$ cat src/rtl/vga_pkg.sv
// Shared types and constants for the VGA sprite update path.
package vga_pkg;

  localparam int unsigned VACTIVE  = 480;
  localparam int unsigned VTOTAL   = 525;
  localparam int unsigned VCOUNT_W = 10;
  localparam int unsigned IDX_W    = 8;
  localparam int unsigned DATA_W   = 8;

  typedef enum logic [1:0] {F_POSX, F_POSY, F_SPNUM, F_PBIT} spr_field_t;

  // Index is sized for the largest supported sprite count; the top truncates.
  typedef struct packed {
    logic [IDX_W-1:0]  index;
    spr_field_t        field;
    logic [DATA_W-1:0] data;
  } sprite_upd_t;

  localparam logic [3:0] ADDR_SEL    = 4'd4;
  localparam logic [3:0] ADDR_CTRL   = 4'd5;
  localparam logic [3:0] ADDR_STATUS = 4'd6;
  localparam logic [3:0] ADDR_FRAME  = 4'd7;

  typedef enum logic {ACTIVE, DRAIN} sched_state_t;

endpackage

$ cat src/rtl/sync_fifo.sv
// First-word fall-through synchronous FIFO; push while full is accepted only alongside a pop.
module sync_fifo #(
  parameter int unsigned WIDTH = 8,
  parameter int unsigned DEPTH = 8,
  localparam int unsigned AW    = $clog2(DEPTH),
  localparam int unsigned CNT_W = AW + 1
) (
  input  logic             clk,
  input  logic             rst_n,
  input  logic             push,
  input  logic [WIDTH-1:0] push_data,
  input  logic             pop,
  output logic [WIDTH-1:0] head_c,
  output logic             full_c,
  output logic             empty_c,
  output logic [CNT_W-1:0] count
);

  logic [WIDTH-1:0] mem [DEPTH];
  logic [AW-1:0]    wr_ptr;
  logic [AW-1:0]    rd_ptr;
  logic             push_ok;
  logic             pop_ok;

  assign full_c  = (count == CNT_W'(DEPTH));
  assign empty_c = (count == '0);
  assign head_c  = mem[rd_ptr];
  assign pop_ok  = pop && !empty_c;
  assign push_ok = push && (!full_c || pop_ok);

  // Storage carries no reset; occupancy is tracked by count alone.
  always_ff @(posedge clk) begin
    if (push_ok) mem[wr_ptr] <= push_data;
  end

  always_ff @(posedge clk or negedge rst_n) begin
    if (!rst_n) begin
      wr_ptr <= '0;
      rd_ptr <= '0;
      count  <= '0;
    end else begin
      if (push_ok) wr_ptr <= wr_ptr + AW'(1);
      if (pop_ok)  rd_ptr <= rd_ptr + AW'(1);
      case ({push_ok, pop_ok})
        2'b10:   count <= count + CNT_W'(1);
        2'b01:   count <= count - CNT_W'(1);
        default: count <= count;
      endcase
    end
  end

endmodule

$ cat src/rtl/sprite_update_sched.sv
// Queues CPU sprite-field writes and replays them into the attribute table during vblank.
module sprite_update_sched #(
  parameter int unsigned DEPTH   = 8,
  parameter int unsigned NSPR    = 16,
  parameter int unsigned VACTIVE = vga_pkg::VACTIVE,
  parameter int unsigned VTOTAL  = vga_pkg::VTOTAL,
  parameter int unsigned GUARD   = 2,
  localparam int unsigned SPR_W  = $clog2(NSPR)
) (
  input  logic             clk,
  input  logic             reset_n,
  input  logic             chipselect,
  input  logic             write,
  input  logic             read,
  input  logic [3:0]       address,
  input  logic [7:0]       writedata,
  output logic [7:0]       readdata,
  input  logic [9:0]       vcount,
  output logic             spr_we,
  output logic [SPR_W-1:0] spr_index,
  output logic [1:0]       spr_field,
  output logic [7:0]       spr_data,
  output logic [7:0]       frame_count,
  output logic             irq
);

  import vga_pkg::sprite_upd_t;
  import vga_pkg::spr_field_t;
  import vga_pkg::sched_state_t;
  import vga_pkg::ACTIVE;
  import vga_pkg::DRAIN;
  import vga_pkg::IDX_W;
  import vga_pkg::ADDR_SEL;
  import vga_pkg::ADDR_CTRL;
  import vga_pkg::ADDR_STATUS;
  import vga_pkg::ADDR_FRAME;

  localparam int unsigned CNT_W  = $clog2(DEPTH) + 1;
  localparam int unsigned FIFO_W = $bits(sprite_upd_t);
  localparam logic [9:0]  VB_LINE   = 10'(VACTIVE);
  localparam logic [9:0]  DRAIN_END = 10'(VTOTAL - GUARD);

  sched_state_t     state;
  sched_state_t     state_nx;
  logic [9:0]       vcount_q;
  logic [SPR_W-1:0] sprite_sel;
  logic             overflow;
  logic             wr_en;
  logic             rd_en;
  logic             push;
  logic             pop;
  logic             vb_start;
  logic             full;
  logic             empty;
  logic [CNT_W-1:0] count;
  sprite_upd_t      push_entry;
  sprite_upd_t      head;

  assign wr_en    = chipselect && write;
  assign rd_en    = chipselect && read;
  assign push     = wr_en && (address[3:2] == 2'b00);
  assign vb_start = (vcount == VB_LINE) && (vcount_q != VB_LINE);

  always_comb begin
    push_entry.index = IDX_W'(sprite_sel);
    push_entry.field = spr_field_t'(address[1:0]);
    push_entry.data  = writedata;
  end

  sync_fifo #(
    .WIDTH (FIFO_W),
    .DEPTH (DEPTH)
  ) u_fifo (
    .clk       (clk),
    .rst_n     (reset_n),
    .push      (push),
    .push_data (push_entry),
    .pop       (pop),
    .head_c    (head),
    .full_c    (full),
    .empty_c   (empty),
    .count     (count)
  );

  always_ff @(posedge clk or negedge reset_n) begin
    if (!reset_n) state <= ACTIVE;
    else          state <= state_nx;
  end

  // Pops are confined to the blanking lines ahead of the guard band.
  always_comb begin
    state_nx = state;
    pop      = 1'b0;
    case (state)
      ACTIVE: if (vb_start) state_nx = DRAIN;
      DRAIN: begin
        if (!empty && (vcount >= VB_LINE) && (vcount < DRAIN_END)) pop = 1'b1;
        if (vcount == '0) state_nx = ACTIVE;
      end
      default: state_nx = ACTIVE;
    endcase
  end

  always_ff @(posedge clk or negedge reset_n) begin
    if (!reset_n) begin
      vcount_q    <= '0;
      sprite_sel  <= '0;
      overflow    <= 1'b0;
      irq         <= 1'b0;
      frame_count <= '0;
      spr_we      <= 1'b0;
      spr_index   <= '0;
      spr_field   <= '0;
      spr_data    <= '0;
      readdata    <= '0;
    end else begin
      vcount_q <= vcount;
      if (wr_en && (address == ADDR_SEL)) sprite_sel <= writedata[SPR_W-1:0];

      // Set beats clear when both land in the same cycle.
      if (push && full && !pop)                       overflow <= 1'b1;
      else if (wr_en && (address == ADDR_CTRL) && writedata[0]) overflow <= 1'b0;

      if (vb_start)                                   irq <= 1'b1;
      else if (wr_en && (address == ADDR_CTRL) && writedata[1]) irq <= 1'b0;

      if (vb_start) frame_count <= frame_count + 8'd1;

      spr_we <= pop;
      if (pop) begin
        spr_index <= SPR_W'(head.index);
        spr_field <= head.field;
        spr_data  <= head.data;
      end

      if (rd_en) begin
        case (address)
          ADDR_STATUS: readdata <= {state == DRAIN, irq, overflow, 5'(count)};
          ADDR_FRAME:  readdata <= frame_count;
          ADDR_SEL:    readdata <= 8'(sprite_sel);
          default:     readdata <= '0;
        endcase
      end
    end
  end

endmodule
$ cat config.mk
export PLATFORM = sky130hd
export DESIGN_NAME = sprite_update_sched
export DESIGN_NICKNAME = d
export VERILOG_FILES = /design/src/rtl/vga_pkg.sv /design/src/rtl/sync_fifo.sv /design/src/rtl/sprite_update_sched.sv
export SDC_FILE = /design/constraint.sdc
export NUM_CORES = 1
export LEC_CHECK = 0
export BUFFER_PORTS_ARGS = -buffer_cell sky130_fd_sc_hd__buf_2
export CAP_MARGIN = 10
export CELL_PAD_IN_SITES_DETAIL_PLACEMENT = 1
export CELL_PAD_IN_SITES_GLOBAL_PLACEMENT = 2
export CORE_ASPECT_RATIO = 1.2
export CORE_MARGIN = 5
export CORE_UTILIZATION = 45
export DETAILED_ROUTE_END_ITERATION = 6
export PLACE_DENSITY_LB_ADDON = 0.1
export SETUP_SLACK_MARGIN = 0.05
export SLEW_MARGIN = 20
export SYNTH_ARGS = -nofsm -noshare
export SYNTH_HDL_FRONTEND = slang
export SYNTH_SLANG_ARGS = --single-unit
$ cat constraint.sdc
create_clock -name clk -period 3.8 [get_ports clk]
set_input_delay 0.76 -clock clk [delete_from_list [all_inputs] [get_ports clk]]
set_output_delay 0.76 -clock clk [all_outputs]
set_load 0.01 [all_outputs]
==> run summary, run 1 <==
mapped cell area = 6880 sq um
chip width = 123 um
post_cts resized = 0
Clock Skew = 0.0112 ns
met1 track demand over resource = 22.3%
PwrDens = 520 nW/um^2
grt total ovfl = 0
crit path cell chain = buf_2, or4_4, a2111o_1, a21bo_2, ha_1, ha_1, a21o_1, a21oi_1, mux2i_1, xnor2_1
DR vias = 3,580
Max VDD drop = 225 uV
slew margin rel. = 40.1%
Global Route Usage Sum = 17.9%
Post-synth EDFFs = 112
Post-Syn Instances = 378
endpoint class of the critical path = register
initial drt markers = 216
Worst-Margin Slew = 0.891 ns
Net Sw Frac = 23.0%
Area after DPL = 7470 sq um
maximum number of pins on one net before global-route repair = 48
cell accounting for the most synthesized area = edfxtp_1
Place WS = 0.192 ns
crit path kind = input pin to register
sequential share of power = 52.5%
CTS root buf = clkbuf_16
Startpoint Class = input pin
Yosys top cell area share = 48.9%
per-cell routed wire length = 21.9 um
Hold Vio Cnt, Final = 0
post-DP HPWL = 9500 um
top_reg_cell synth = edfxtp_1
status = finished, final reports clean
FF-to-FF End = u_fifo.count[3]
synthesis-to-layout area growth = 16.9%
Seq/Total Area, Yosys = 70.0%
Post-route DRC = 0
WL final = 14,700 um
number of fill cells = 1,415
Async S/R FF share, synth = 34.1%
Slowest-stage cell, CP = or4_4
synthesized area per cell = 18.2 sq um
IO Pins = 59
Setup-failing EPs final = 0
Final period util = 83.4%
crit path max fanout = 11
combinational power share = 7.6%
Core Region = 15,000 sq um
DRT Pass-1 Iters = 4
NetSw = 0.964 mW
global routing's busiest layer = met2
post-CTS setup buffers = 0
DRT antenna net count = 0
Critical Path Start = vcount[8]
maximum capacitance violations = 0
met2 GRT Util = 30.8%
Req. time, crit path = 4.14 ns
DIE AREA = 17,900 sq um
most used cell, CP = ha_1
crit path buf inv count = 1
overall power = 4.19 mW
first-pass GRT wire length = 23,700 um
cts hold-fix bufs = 0
fin worst setup slack = 0.632 ns
Pint = 3.22 mW
Initial Util = 45.8%
r2r setup slk = 0.83 ns
H-Tree Depth = 4
worst hold slack = 0.230 ns
met3 usage = 3.58%
IO Port Bufs = 58
largest cells by area after synthesis = edfxtp_1 (49%), dfrtp_1 (21%), mux4_2 (9.2%)
Finished Layout Cells = 670
Crit Reg-Reg Startpoint = u_fifo.count[0]
Largest stage delay, worst path = 0.54 ns
Die Y = 145 um
Clock Pin Slew Worst Setup and Hold Paths = 0.06 ns
worst reg2reg path depth = 9
Nets = 487
fmax = 0.316 GHz
number of diodes = 0
Pins Over Slew Limit = 0
Leak Pwr = 3.07 nW
Synthesized Nets = 412
Synth Register Bits = 170
Skew-Pair Late Insertion Delay = 0.42 ns
row cnt = 49
share of cells above drive strength 1 = 38.4%
RSZ-0062 raised after global routing = no
Max Root-Sink Buffers = 2
vias in the first global route = 4,136
CTS tree = done
Vias/cell = 5.34
DP Cell Count = 638
Top delay family on crit path = compound AO/OA/AOI/OAI gates
routability cong. = 0.759
Sink Count = 170
Clock Power Share = 39.9%
Yosys warning total = 0
Hold Crit Class = input pin to asynchronous set/reset pin
Crit path arrival time = 3.51 ns
final instance area = 8050 sq um
Period minus WS final = 3.17 ns
Distinct cells, synth = 49
initial antenna violation count = 0
Num CTS Buffers = 17
worst reg2reg max path: stages, from the launching register on:
cell	delay [ns]
dfrtp_1	0.43
or4b_2	0.74
a21oi_1	0.15
a21bo_2	0.32
ha_1	0.30
ha_1	0.25
a21o_1	0.18
a21oi_1	0.17
mux2i_1	0.23
xnor2_1	0.13
logic make-up after synthesis:
logic type	count (synthesis)	share of synthesized area, %
flip-flops	170	70.0
multiplexers	70	16.3
AND/OR/NAND/NOR	65	5.67
AO/OA/AOI/OAI	30	3.31
buffers and inverters	22	1.58
XOR/XNOR	14	1.78
adder cells (fa/ha/maj)	7	1.38
area by class of cell:
type | count | area [sq um] | area share (%)
multi-input cells | 186 | 1980 | 24.7
clock inverters | 11 | 123 | 1.52
well taps | 204 | 255 | 3.17
clock buffers | 21 | 450 | 5.60
repair buffers | 72 | 395 | 4.91
flip-flops and latches | 170 | 4820 | 59.9
inverters | 6 | 22.5 | 0.280
power groups by stage:
stage	sequential, mW	combinational (mW)	clock, mW
finish	2.20	0.318	1.67
global route	2.21	0.354	1.79
detailed placement	2.24	0.328	0
floorplan	2.17	0.246	0
global placement	2.23	0.315	0
CTS	2.20	0.329	1.71
through the flow:
stage	setup TNS, ns	utilization [%]
4_1_cts	0	53.6
5_1_grt	0	53.6
6_report	0	53.6
2_1_floorplan	-9.98	-
3_3_place_gp	0	49.7
3_5_place_dp	0	49.7
layer usage:
layer / up-vias / share of wire [%]
met5: - / 0
met4: 0 / 1.6
met3: 17 / 2.9
met2: 77 / 54
met1: 1857 / 42
li1: 1629 / -
sequential cells by signal, indices dropped and copies added, names as in the netlist, 3 cells and up:
name / flops
u_fifo.count: 4
frame_count: 8
u_fifo.wr_ptr: 3
u_fifo.rd_ptr: 3
spr_data: 8
readdata: 8
sprite_sel: 4
vcount_q: 10
spr_index: 4
u_fifo.mem: 112
synthesized netlist by cell type, drive strengths merged, types with 3 or more instances:
cell type / instances
nor2: 8
nand3: 8
a21oi: 4
nor3: 3
or4: 3
mux2i: 5
nand2: 16
nor4: 4
mux4: 28
edfxtp: 112
xor2: 3
mux2: 37
and3: 4
nor4b: 4
dfrtp: 58
clkbuf: 8
inv: 6
o21ai: 8
buf: 8
ha: 6
xnor2: 11
a22o: 9
layout by cell type, fill, tap and decap left out, types with 9 or more instances in the layout:
cell type    n
a22o_1       9
buf_2       58
mux2_2      30
dfrtp_1     57
buf_4       14
clkbuf_16   17
nand2_1     16
mux4_2      28
edfxtp_1   112
xnor2_1     11
how the worst max path moves through the flow:
stage	slack, ns	depth (start not counted)	to
floorplan	-0.29	5	u_fifo.mem[1][0]
global placement	0.26	10	u_fifo.count[3]
detailed placement	0.19	10	u_fifo.count[3]
CTS	0.65	10	u_fifo.count[3]
global route	0.55	10	u_fifo.count[3]
finish	0.63	10	u_fifo.count[3]
Note: power is estimated with default switching activity, not from simulation.
==> inputs of run 2 (changes only) <==
==> constraint.sdc (replaced) <==
create_clock -name clk -period 3.25 [get_ports clk]
set_input_delay 0.65 -clock clk [delete_from_list [all_inputs] [get_ports clk]]
set_output_delay 0.65 -clock clk [all_outputs]
set_load 0.01 [all_outputs]
==> run 2 against run 1 <==
Cell area up 1.7%. Final cell count up 0.75%. Via count is 1.7% higher. Sequential cell count unchanged. Utilization grew 0.89 points. Total power is 19% higher. Sequential power increased by 17%. Combinational power grew 22%. Clock power is 20% higher. Worst hold slack better by 0.13 ns. Count of clock-buffer cells in the layout is 2 lower.
==> run summary, run 2 (synthesis gave the netlist of run 1 again) <==
status = finished, final reports clean (unchanged)
final instance area = 8180 sq um (was 8050 sq um)
initial drt markers = 234 (was 216)
Setup-failing EPs final = 0 (unchanged)
Area after DPL = 7590 sq um (was 7470 sq um)
worst hold slack = 0.360 ns (was 0.230 ns)
Global Route Usage Sum = 17.7% (was 17.9%)
CTS root buf = clkbuf_16 (unchanged)
post-DP HPWL = 9360 um (was 9500 um)
worst min-delay path endpoint = vcount_q[8]
Crit Reg-Reg Startpoint = u_fifo.count[0] (unchanged)
endpoint class of the critical path = register (unchanged)
Hold Crit Class = input pin to register (was input pin to asynchronous set/reset pin)
Worst-Margin Slew = 0.932 ns (was 0.891 ns)
WL final = 14,700 um (about the same)
crit path cell chain = buf_2, or4_4, a2111o_1, buf_4, a21oi_4, ha_1, ha_1, a21o_1, a21oi_1, mux2i_1, xnor2_1 (was buf_2, or4_4, a2111o_1, a21bo_2, ha_1, ha_1, a21o_1, a21oi_1, mux2i_1, xnor2_1)
first-pass GRT wire length = 23,400 um (was 23,700 um)
Max VDD drop = 392 uV (was 225 uV)
Fin Setup TNS = 0 ns (unchanged)
Max Root-Sink Buffers = 2 (unchanged)
post_cts resized = 0 (unchanged)
r2r setup slk = 0.57 ns (was 0.83 ns)
DIE AREA = 17,900 sq um (unchanged)
row cnt = 49 (unchanged)
Startpoint Class = input pin (unchanged)
number of diodes = 0 (unchanged)
Post-route DRC = 0 (unchanged)
PwrDens = 609 nW/um^2 (was 520 nW/um^2)
grt total ovfl = 0 (unchanged)
Pins Over Slew Limit = 0 (unchanged)
slew margin rel. = 37.9% (was 40.1%)
number of fill cells = 1,384 (was 1,415)
commonest cells after routing, fill and taps aside = edfxtp_1 (112), buf_2 (58), dfrtp_1 (57), mux2_2 (30), mux4_2 (28) (unchanged)
initial antenna violation count = 0 (unchanged)
max reg flops = 112 (unchanged)
cts hold-fix bufs = 0 (unchanged)
H-Tree Depth = 4 (unchanged)
Finished Core Util = 54.5% (was 53.6%)
Nets = 492 (was 487)
routability cong. = 0.786 (was 0.759)
Clock Pin Slew Worst Setup and Hold Paths = 0.06 ns (about the same)
Largest stage delay, worst path = 0.54 ns (about the same)
overall power = 4.98 mW (was 4.19 mW)
DRT antenna net count = 0 (unchanged)
Sink Count = 170 (unchanged)
DR vias = 3,640 (was 3,580)
maximum number of pins on one net before global-route repair = 59 (was 48)
per-cell routed wire length = 21.7 um (was 21.9 um)
Num CTS Buffers = 17 (unchanged)
Core Region = 15,000 sq um (unchanged)
Slowest-stage cell, CP = or4_4 (unchanged)
post-CTS setup buffers = 0 (unchanged)
IO Pins = 59 (unchanged)
Initial Util = 45.8% (unchanged)
fmax = 0.366 GHz
Top reg by flops = u_fifo.mem (unchanged)
Skew-Pair Late Insertion Delay = 0.42 ns (about the same)
IO Port Bufs = 58 (unchanged)
Crit path arrival time = 3.07 ns (was 3.51 ns)
Final period util = 84.1%
Vias/cell = 5.39 (was 5.34)
Hold Vio Cnt, Final = 0 (unchanged)
crit path max fanout = 3 (was 11)
CTS tree = done (unchanged)
maximum capacitance violations = 0 (unchanged)
Clock Skew = 0.00830 ns (was 0.0112 ns)
DRT Pass-1 Iters = 5 (was 4)
vias in the first global route = 4,025 (was 4,136)
Req. time, crit path = 3.59 ns (was 4.14 ns)
commonest non-fill, non-tap cell in the layout = edfxtp_1 (unchanged)
Leak Pwr = 3.12 nW (was 3.07 nW)
most used cell, CP = ha_1 (unchanged)
Die Y = 145 um (unchanged)
share of cells above drive strength 1 = 39.1% (was 38.4%)
RSZ-0062 raised after global routing = no (unchanged)
synthesis-to-layout area growth = 18.8% (was 16.9%)
worst hold path stage count = 1
Largest regs = u_fifo.mem (112), vcount_q (10) (unchanged)
HP Start = vcount[8]
worst reg2reg path depth = 9 (unchanged)
crit path kind = input pin to register (unchanged)
chip width = 123 um (unchanged)
Period minus WS final = 2.73 ns
FF-to-FF End = u_fifo.count[3] (unchanged)
run 2: cell count changes in the layout (fill, tap and decap cells not counted), sizes merged:
cell and change:
inv +1, buf +5, bufinv +1, clkbuf -2
run 2: how the worst max path moves through the flow:
stage / start / end / slack (ns) / depth (start not counted)
6_report: vcount[8] / u_fifo.count[3] / 0.52 / 11
5_1_grt: vcount[8] / u_fifo.count[3] / 0.40 / 11
4_1_cts: vcount[8] / u_fifo.count[3] / 0.52 / 11
3_5_place_dp: vcount[8] / u_fifo.count[3] / 0.09 / 11
3_3_place_gp: vcount[8] / u_fifo.count[3] / 0.15 / 11
2_1_floorplan: vcount[8] / u_fifo.mem[1][0] / 0.05 / 5
run 2: final cells by class:
type	instances	area (sq um)	share of cell area (%)
clock buffer	19	433	5.29
timing repair buffer	77	508	6.21
tap	204	255	3.12
inverter	6	22.5	0.275
sequential	170	4820	58.9
clock inverter	13	153	1.87
multi-input combinational	186	1990	24.4
run 2: power breakdown:
group          internal, mW  leakage, nW  switching, mW
combinational         0.203         1.05          0.186
clock                  1.20        0.288          0.807
sequential             2.43         1.78          0.149
run 2: worst max-delay path, delay by kind of cell:
| kind | cells | cell delay, ns |
|---|---|---|
| AO/OA/AOI/OAI | 4 | 0.81 |
| adder cells (fa/ha/maj) | 2 | 0.42 |
| multiplexers | 1 | 0.23 |
| AND/OR/NAND/NOR | 1 | 0.54 |
| XOR/XNOR | 1 | 0.13 |
| buffers and inverters | 2 | 0.28 |
run 2: layer usage:
| metal | wire length, um | vias to the layer above | GRT usage (%) | part of all wire, % |
|---|---|---|---|---|
| met5 | 0 | - | 0 | 0 |
| met4 | 161 | 0 | 5.21 | 1.1 |
| met3 | 503 | 12 | 4.16 | 3.4 |
| met2 | 8010 | 75 | 30.5 | 55 |
| met1 | 6000 | 1910 | 22.2 | 41 |
| li1 | - | 1643 | - | - |
run 2: metrics by stage:
stage / worst slack, ns / cells
4_1_cts: 0.522 / 675
2_1_floorplan: 0.0510 / 378
6_report: 0.517 / 675
3_3_place_gp: 0.151 / 643
5_1_grt: 0.402 / 675
3_5_place_dp: 0.0915 / 643
